`config.mk`:
```
export PLATFORM = sky130hd
export DESIGN_NAME = conv_window_gen
export DESIGN_NICKNAME = d
export VERILOG_FILES = /design/src/rtl/conv_pkg.sv /design/src/rtl/conv_line_ram.sv /design/src/rtl/conv_window_gen.sv
export SDC_FILE = /design/constraint.sdc
export NUM_CORES = 2
export LEC_CHECK = 0
export ABC_AREA = 1
export ABC_CLOCK_PERIOD_IN_PS = 9950
export CAP_MARGIN = 30
export CORE_ASPECT_RATIO = 0.8
export CORE_MARGIN = 10
export CORE_UTILIZATION = 45
export CTS_BUF_LIST = sky130_fd_sc_hd__clkbuf_4 sky130_fd_sc_hd__clkbuf_8
export CTS_CLUSTER_DIAMETER = 100
export DETAILED_ROUTE_END_ITERATION = 10
export GPL_ROUTABILITY_DRIVEN = 1
export PLACE_DENSITY = 0.68
export SETUP_SLACK_MARGIN = 0.1
export SLEW_MARGIN = 20
export SYNTH_ARGS = -nofsm -noshare
export SYNTH_HDL_FRONTEND = slang
export SYNTH_HIERARCHICAL = 1
export SYNTH_SLANG_ARGS = --single-unit
```
`constraint.sdc`:
```
create_clock -name clk -period 9.95 [get_ports clk]
set_input_delay 0.995 -clock clk [delete_from_list [all_inputs] [get_ports clk]]
set_output_delay 0.995 -clock clk [all_outputs]
set_load 0.01 [all_outputs]
```
`src/rtl/conv_pkg.sv`:
```
// conv_pkg: tap indices, window slicing helper and default pixel width shared by the 3x3 window path
package conv_pkg;
   localparam int DEF_PIX_W = 4;
   localparam int TAP_TL = 0, TAP_TM = 1, TAP_TR = 2;
   localparam int TAP_ML = 3, TAP_MM = 4, TAP_MR = 5;
   localparam int TAP_BL = 6, TAP_BM = 7, TAP_BR = 8;
   function automatic int tap_slice(input int k, input int pix_w = DEF_PIX_W);
      return k * pix_w;
   endfunction
endpackage

```
`src/rtl/conv_line_ram.sv`:
```
// conv_line_ram: single-port line store, combinational read, synchronous write
module conv_line_ram #(
   parameter int DEPTH = 400,
   parameter int W     = 4,
   localparam int AW   = $clog2(DEPTH)
) (
   input  logic          clk,
   input  logic          we,
   input  logic [AW-1:0] addr,
   input  logic [W-1:0]  wdata,
   output logic [W-1:0]  rdata
);
   logic [W-1:0] mem [DEPTH];
   assign rdata = mem[addr];
   always_ff @(posedge clk)
      if (we) mem[addr] <= wdata;
endmodule

```
`src/rtl/conv_window_gen.sv`:
```
// conv_window_gen: streaming 3x3 neighbourhood generator with valid/ready flow control
module conv_window_gen
   import conv_pkg::*;
#(
   parameter int PIX_W = DEF_PIX_W,
   parameter int IMG_W = 400,
   parameter int IMG_H = 400
) (
   input  logic             clk,
   input  logic             reset,
   input  logic [PIX_W-1:0] in_pixel,
   input  logic             in_sof,
   input  logic             in_valid,
   output logic             in_ready,
   output logic [9*PIX_W-1:0] out_window,
   output logic             out_valid,
   input  logic             out_ready,
   output logic             out_sof,
   output logic             out_eol,
   output logic             out_eof,
   output logic             err_sof
);
   localparam int CW = $clog2(IMG_W);
   localparam int RW = $clog2(IMG_H);
   localparam logic [CW-1:0] COL_LAST = CW'(IMG_W - 1);
   localparam logic [CW-1:0] COL_TWO  = CW'(2);
   localparam logic [RW-1:0] ROW_LAST = RW'(IMG_H - 1);
   localparam logic [RW-1:0] ROW_TWO  = RW'(2);
   logic [CW-1:0] col, cur_col, nxt_col;
   logic [RW-1:0] row, cur_row, nxt_row;
   logic accept, emit, col_last, row_last;
   logic [PIX_W-1:0] lb0_rd, lb1_rd;
   logic [PIX_W-1:0] win [9];
   // an accepted in_sof forces the beat to position (0,0)
   always_comb begin
      in_ready = !reset && (!out_valid || out_ready);
      accept   = in_valid && in_ready;
      cur_col  = in_sof ? '0 : col;
      cur_row  = in_sof ? '0 : row;
      col_last = cur_col == COL_LAST;
      row_last = cur_row == ROW_LAST;
      emit     = cur_row >= ROW_TWO && cur_col >= COL_TWO;
      nxt_col  = col_last ? '0 : cur_col + 1'b1;
      nxt_row  = col_last ? (row_last ? '0 : cur_row + 1'b1) : cur_row;
   end
   conv_line_ram #(.DEPTH(IMG_W), .W(PIX_W)) lb0 (
      .clk(clk), .we(accept), .addr(cur_col), .wdata(in_pixel), .rdata(lb0_rd)
   );
   conv_line_ram #(.DEPTH(IMG_W), .W(PIX_W)) lb1 (
      .clk(clk), .we(accept), .addr(cur_col), .wdata(lb0_rd), .rdata(lb1_rd)
   );
   always_ff @(posedge clk) begin
      if (reset) begin
         row       <= '0;
         col       <= '0;
         out_valid <= 1'b0;
         out_sof   <= 1'b0;
         out_eol   <= 1'b0;
         out_eof   <= 1'b0;
         err_sof   <= 1'b0;
         for (int k = 0; k < 9; k++) win[k] <= '0;
      end else if (accept) begin
         row          <= nxt_row;
         col          <= nxt_col;
         out_valid    <= emit;
         out_sof      <= emit && cur_row == ROW_TWO && cur_col == COL_TWO;
         out_eol      <= emit && col_last;
         out_eof      <= emit && col_last && row_last;
         err_sof      <= err_sof || (in_sof && (row != '0 || col != '0));
         win[TAP_TL]  <= win[TAP_TM];
         win[TAP_TM]  <= win[TAP_TR];
         win[TAP_TR]  <= lb1_rd;
         win[TAP_ML]  <= win[TAP_MM];
         win[TAP_MM]  <= win[TAP_MR];
         win[TAP_MR]  <= lb0_rd;
         win[TAP_BL]  <= win[TAP_BM];
         win[TAP_BM]  <= win[TAP_BR];
         win[TAP_BR]  <= in_pixel;
      end else if (out_ready) begin
         out_valid <= 1'b0;
      end
   end
   for (genvar k = 0; k < 9; k++) begin : g_tap
      assign out_window[tap_slice(k, PIX_W) +: PIX_W] = win[k];
   end
endmodule

```
==> results.py <==
metrics = {
    "status": {
        "status": "finished clean",
    },
    "timing": {
        "rsz0062_at_grt": "no",
        "final_max_slew_viol_count": 0,
        "hold_viol": 0,
        "finalCritPeriodShare": 0.631,
        "tightest_slew_ns": 1.18,
        "slew_headroom": 0.212,
        "maxClockFrequency_ghz": 0.159,
        "min_period_ns": 6.28,
        "fin_skew_ns": 0.111,
        "setup_viol": 0,
        "setup_tns_ns": 0,
    },
    "floorplanning": {
        "die_h_um": 514,
        "io_pins": 51,
        "initial_core_util": 0.452,
        "num_rows": 181,
        "dieWidth_um": 638,
        "coreArea_um2": 304000,
        "die_area_um2": 328000,
    },
    "power_and_ir_drop": {
        "max-vdd-ir-drop_uv": 135,
        "cellLeakagePower_nw": 58.8,
        "powerDensity_nw_per_um2": 179,
    },
    "routing": {
        "num_vias": 93984,
        "wl_per_cell_um": 20.5,
        "route.detailed.drc": 0,
        "firstDrtPassIters": 5,
        "drtAntennaViolNets": 0,
        "vias_per_cell": 5.27,
        "drtIter0Drc": 10676,
        "drt-total-wl_um": 366000,
    },
    "clock_tree": {
        "ctsHoldBuffers": 0,
        "cts_setup_buffers": 0,
        "cts-resized-gates": 0,
        "clk_latency_ns": 1.08,
        "cts.path.max_buffers": 4,
        "cts_tree": "yes",
        "clkTransAtPathRegs_ns": 0.06,
        "cts_buffers": 485,
        "cts_sinks": 3259,
        "htree_levels": 5,
        "cts_root_buf": "clkbuf_8",
    },
    "hold_path": {
        "hp-class": "in -> reg",
        "hold_start": "in_pixel[3]",
    },
    "synthesis": {
        "syn_inst": 13457,
        "syn_avg_cell_area_um2": 10.2,
        "ys_warn_count": 6,
        "ys_ff_latch": 3259,
        "yosysUniqueCellTypes": 34,
        "syn-num-nets": 13468,
        "async_reset_ff_frac": 0,
        "netlist_top_cells_area": "edfxtp_1 (71%), nand2_1 (20%), nor2_1 (3.6%), buf_2 (1.2%), clkbuf_1 (0.87%)",
        "synth_seq_area_share": 0.710,
        "synth_top_area_share": 0.707,
        "yosysTopAreaCell": "edfxtp_1",
        "synth_edf_count": 3236,
        "yosys_most_used_dff": "edfxtp_1",
        "syn_area_um2": 137000,
    },
    "global_routing": {
        "grt_usage": 0.216,
        "grt_pass1_vias": 89076,
        "antenna_found_initial": 8,
        "grt_overflow": 0,
        "grt_max_degree": 202,
        "grt_pass1_wl_um": 552000,
    },
    "cells_and_area": {
        "post-route-util": 0.497,
        "nNetsFinal": 13455,
        "nFillCells": 26960,
        "instances_no_fill": 17842,
        "synthToLayoutAreaGrowth_pct": 9.81,
        "drive_gt1_frac": 0.0725,
    },
    "place": {
        "place_inst": 16981,
        "globalplace.congestion": 0.853,
        "dp_hpwl_um": 202000,
        "portBuffers": 50,
    },
    "worst_setup_path": {
        "worst-endpoint-arrival_ns": 6.90,
        "worst_setup_path_start_kind": "input port",
        "crit_required_ns": 10.58,
        "crit_fanout": 139,
        "worst_r2r_startpoint": "col[0]",
        "crit_start": "in_sof",
        "critPathKind": "in -> reg",
        "endpoint_kind": "flip-flop",
    },
    "run": {
        "maxCapViolations": 0,
    },
}
power by group:
group | leakage (nW) | switching [mW] | internal (mW)
logic | 24.5 | 0.980 | 0.265
registers | 29.4 | 0.0103 | 15.2
clock network | 4.88 | 5.05 | 5.43
total | 58.8 | 6.04 | 20.9
metrics by stage:
stage               cell area [um^2]  setup WS, ns  total power [mW]  hold WS [ns]
floorplan                     137000          1.38              16.3         0.444
CTS                           151000          3.96              27.1         0.422
global route                  151000          3.50              27.8         0.453
finish                        151000          3.67              27.0         0.464
global placement              142000          2.86              16.7         0.448
detailed placement            142000          2.85              16.8         0.458
path summary, 6_finish.rpt:
check / end / slack [ns] / cells after the start
max: lb1/mem[71][1] / 3.67 / 15
min: win[0][35] / 0.46 / 3
max reg2reg: lb1/mem[71][1] / 4.27 / 13
min reg2reg: out_eof / 0.47 / 2
state kept, by name, summed over array words and instances (netlist names):
signal,cells
out_eol,1
out_eof,1
win,36
out_sof,1
row,9
out_valid,1
lb0/mem,1600
err_sof,1
lb1/mem,1600
col,9
cells in the final DEF, fill, tap and decap left out, types with 8 or more instances in the layout:
master              n
a21oi_1            52
a22oi_1            64
buf_12             33
buf_4             122
bufinv_16           8
clkbuf_4          173
clkbuf_8          492
clkdlybuf4s50_1    46
clkinv_1          119
clkinv_2           45
dfxtp_1            23
edfxtp_1         3236
inv_1             144
inv_2              16
inv_6              11
inv_8               8
nand2_1          7474
nand2_2            33
nand2_4            10
nand3_1           174
nand4_1            67
nor2_1           1312
nor2_4             12
o21ai_0            76
o21ai_1            11
routing by layer:
| metal | vias up | routed length (um) | global-route usage |
|---|---|---|---|
| met5 | - | 43 | 0 |
| li1 | 43946 | - | - |
| met3 | 677 | 36900 | 0.0412 |
| met2 | 4564 | 164000 | 0.336 |
| met1 | 44789 | 152000 | 0.305 |
| met4 | 8 | 12400 | 0.0736 |
cell type report:
class | instances | area (um^2) | share of cell area
inverter | 175 | 717 | 0.00475
sequential | 3259 | 97600 | 0.647
antenna | 4 | 10.0 | 0.0000663
timing repair buffer | 209 | 2210 | 0.0146
tap | 4026 | 5040 | 0.0334
clock inverter | 190 | 1090 | 0.00723
clock buffer | 665 | 8070 | 0.0535
multi-input combinational | 9314 | 36100 | 0.240
synthesized netlist by cell type (52+ instances only):
cell      count
a22oi_1      64
buf_1        54
nand4_1      67
edfxtp_1   3236
inv_1       150
clkbuf_1    320
buf_2       319
a21oi_1      52
o21ai_0      76
nand2_1    7502
nand3_1     174
nor2_1     1319
worst max-delay path: stages:
cell and delay [ns]:
clkdlybuf4s50_1 0.67, inv_4 0.39, nand2_2 0.18, inv_8 0.46, buf_4 0.74, nor2_4 0.09
buf_12 0.37, a22oi_1 0.36, a21oi_1 0.12, or2_0 0.22, o21ai_0 0.40, nand2_1 0.11
nor2_1 0.42, nand2_4 0.56, buf_12 0.46
cell families (layout without fill, tap and decap cells):
family	count (synthesis)	after routing	share of synthesized area
XOR/XNOR	1	1	0.0000637
adder cells (fa/ha/maj)	2	2	0.000182
buffers and inverters	884	1239	0.0277
AND/OR/NAND/NOR	9107	9107	0.253
AO/OA/AOI/OAI	204	204	0.00862
other	0	4	0
flip-flops	3259	3259	0.710
No activity file was read; power rests on OpenSTA's default activity.
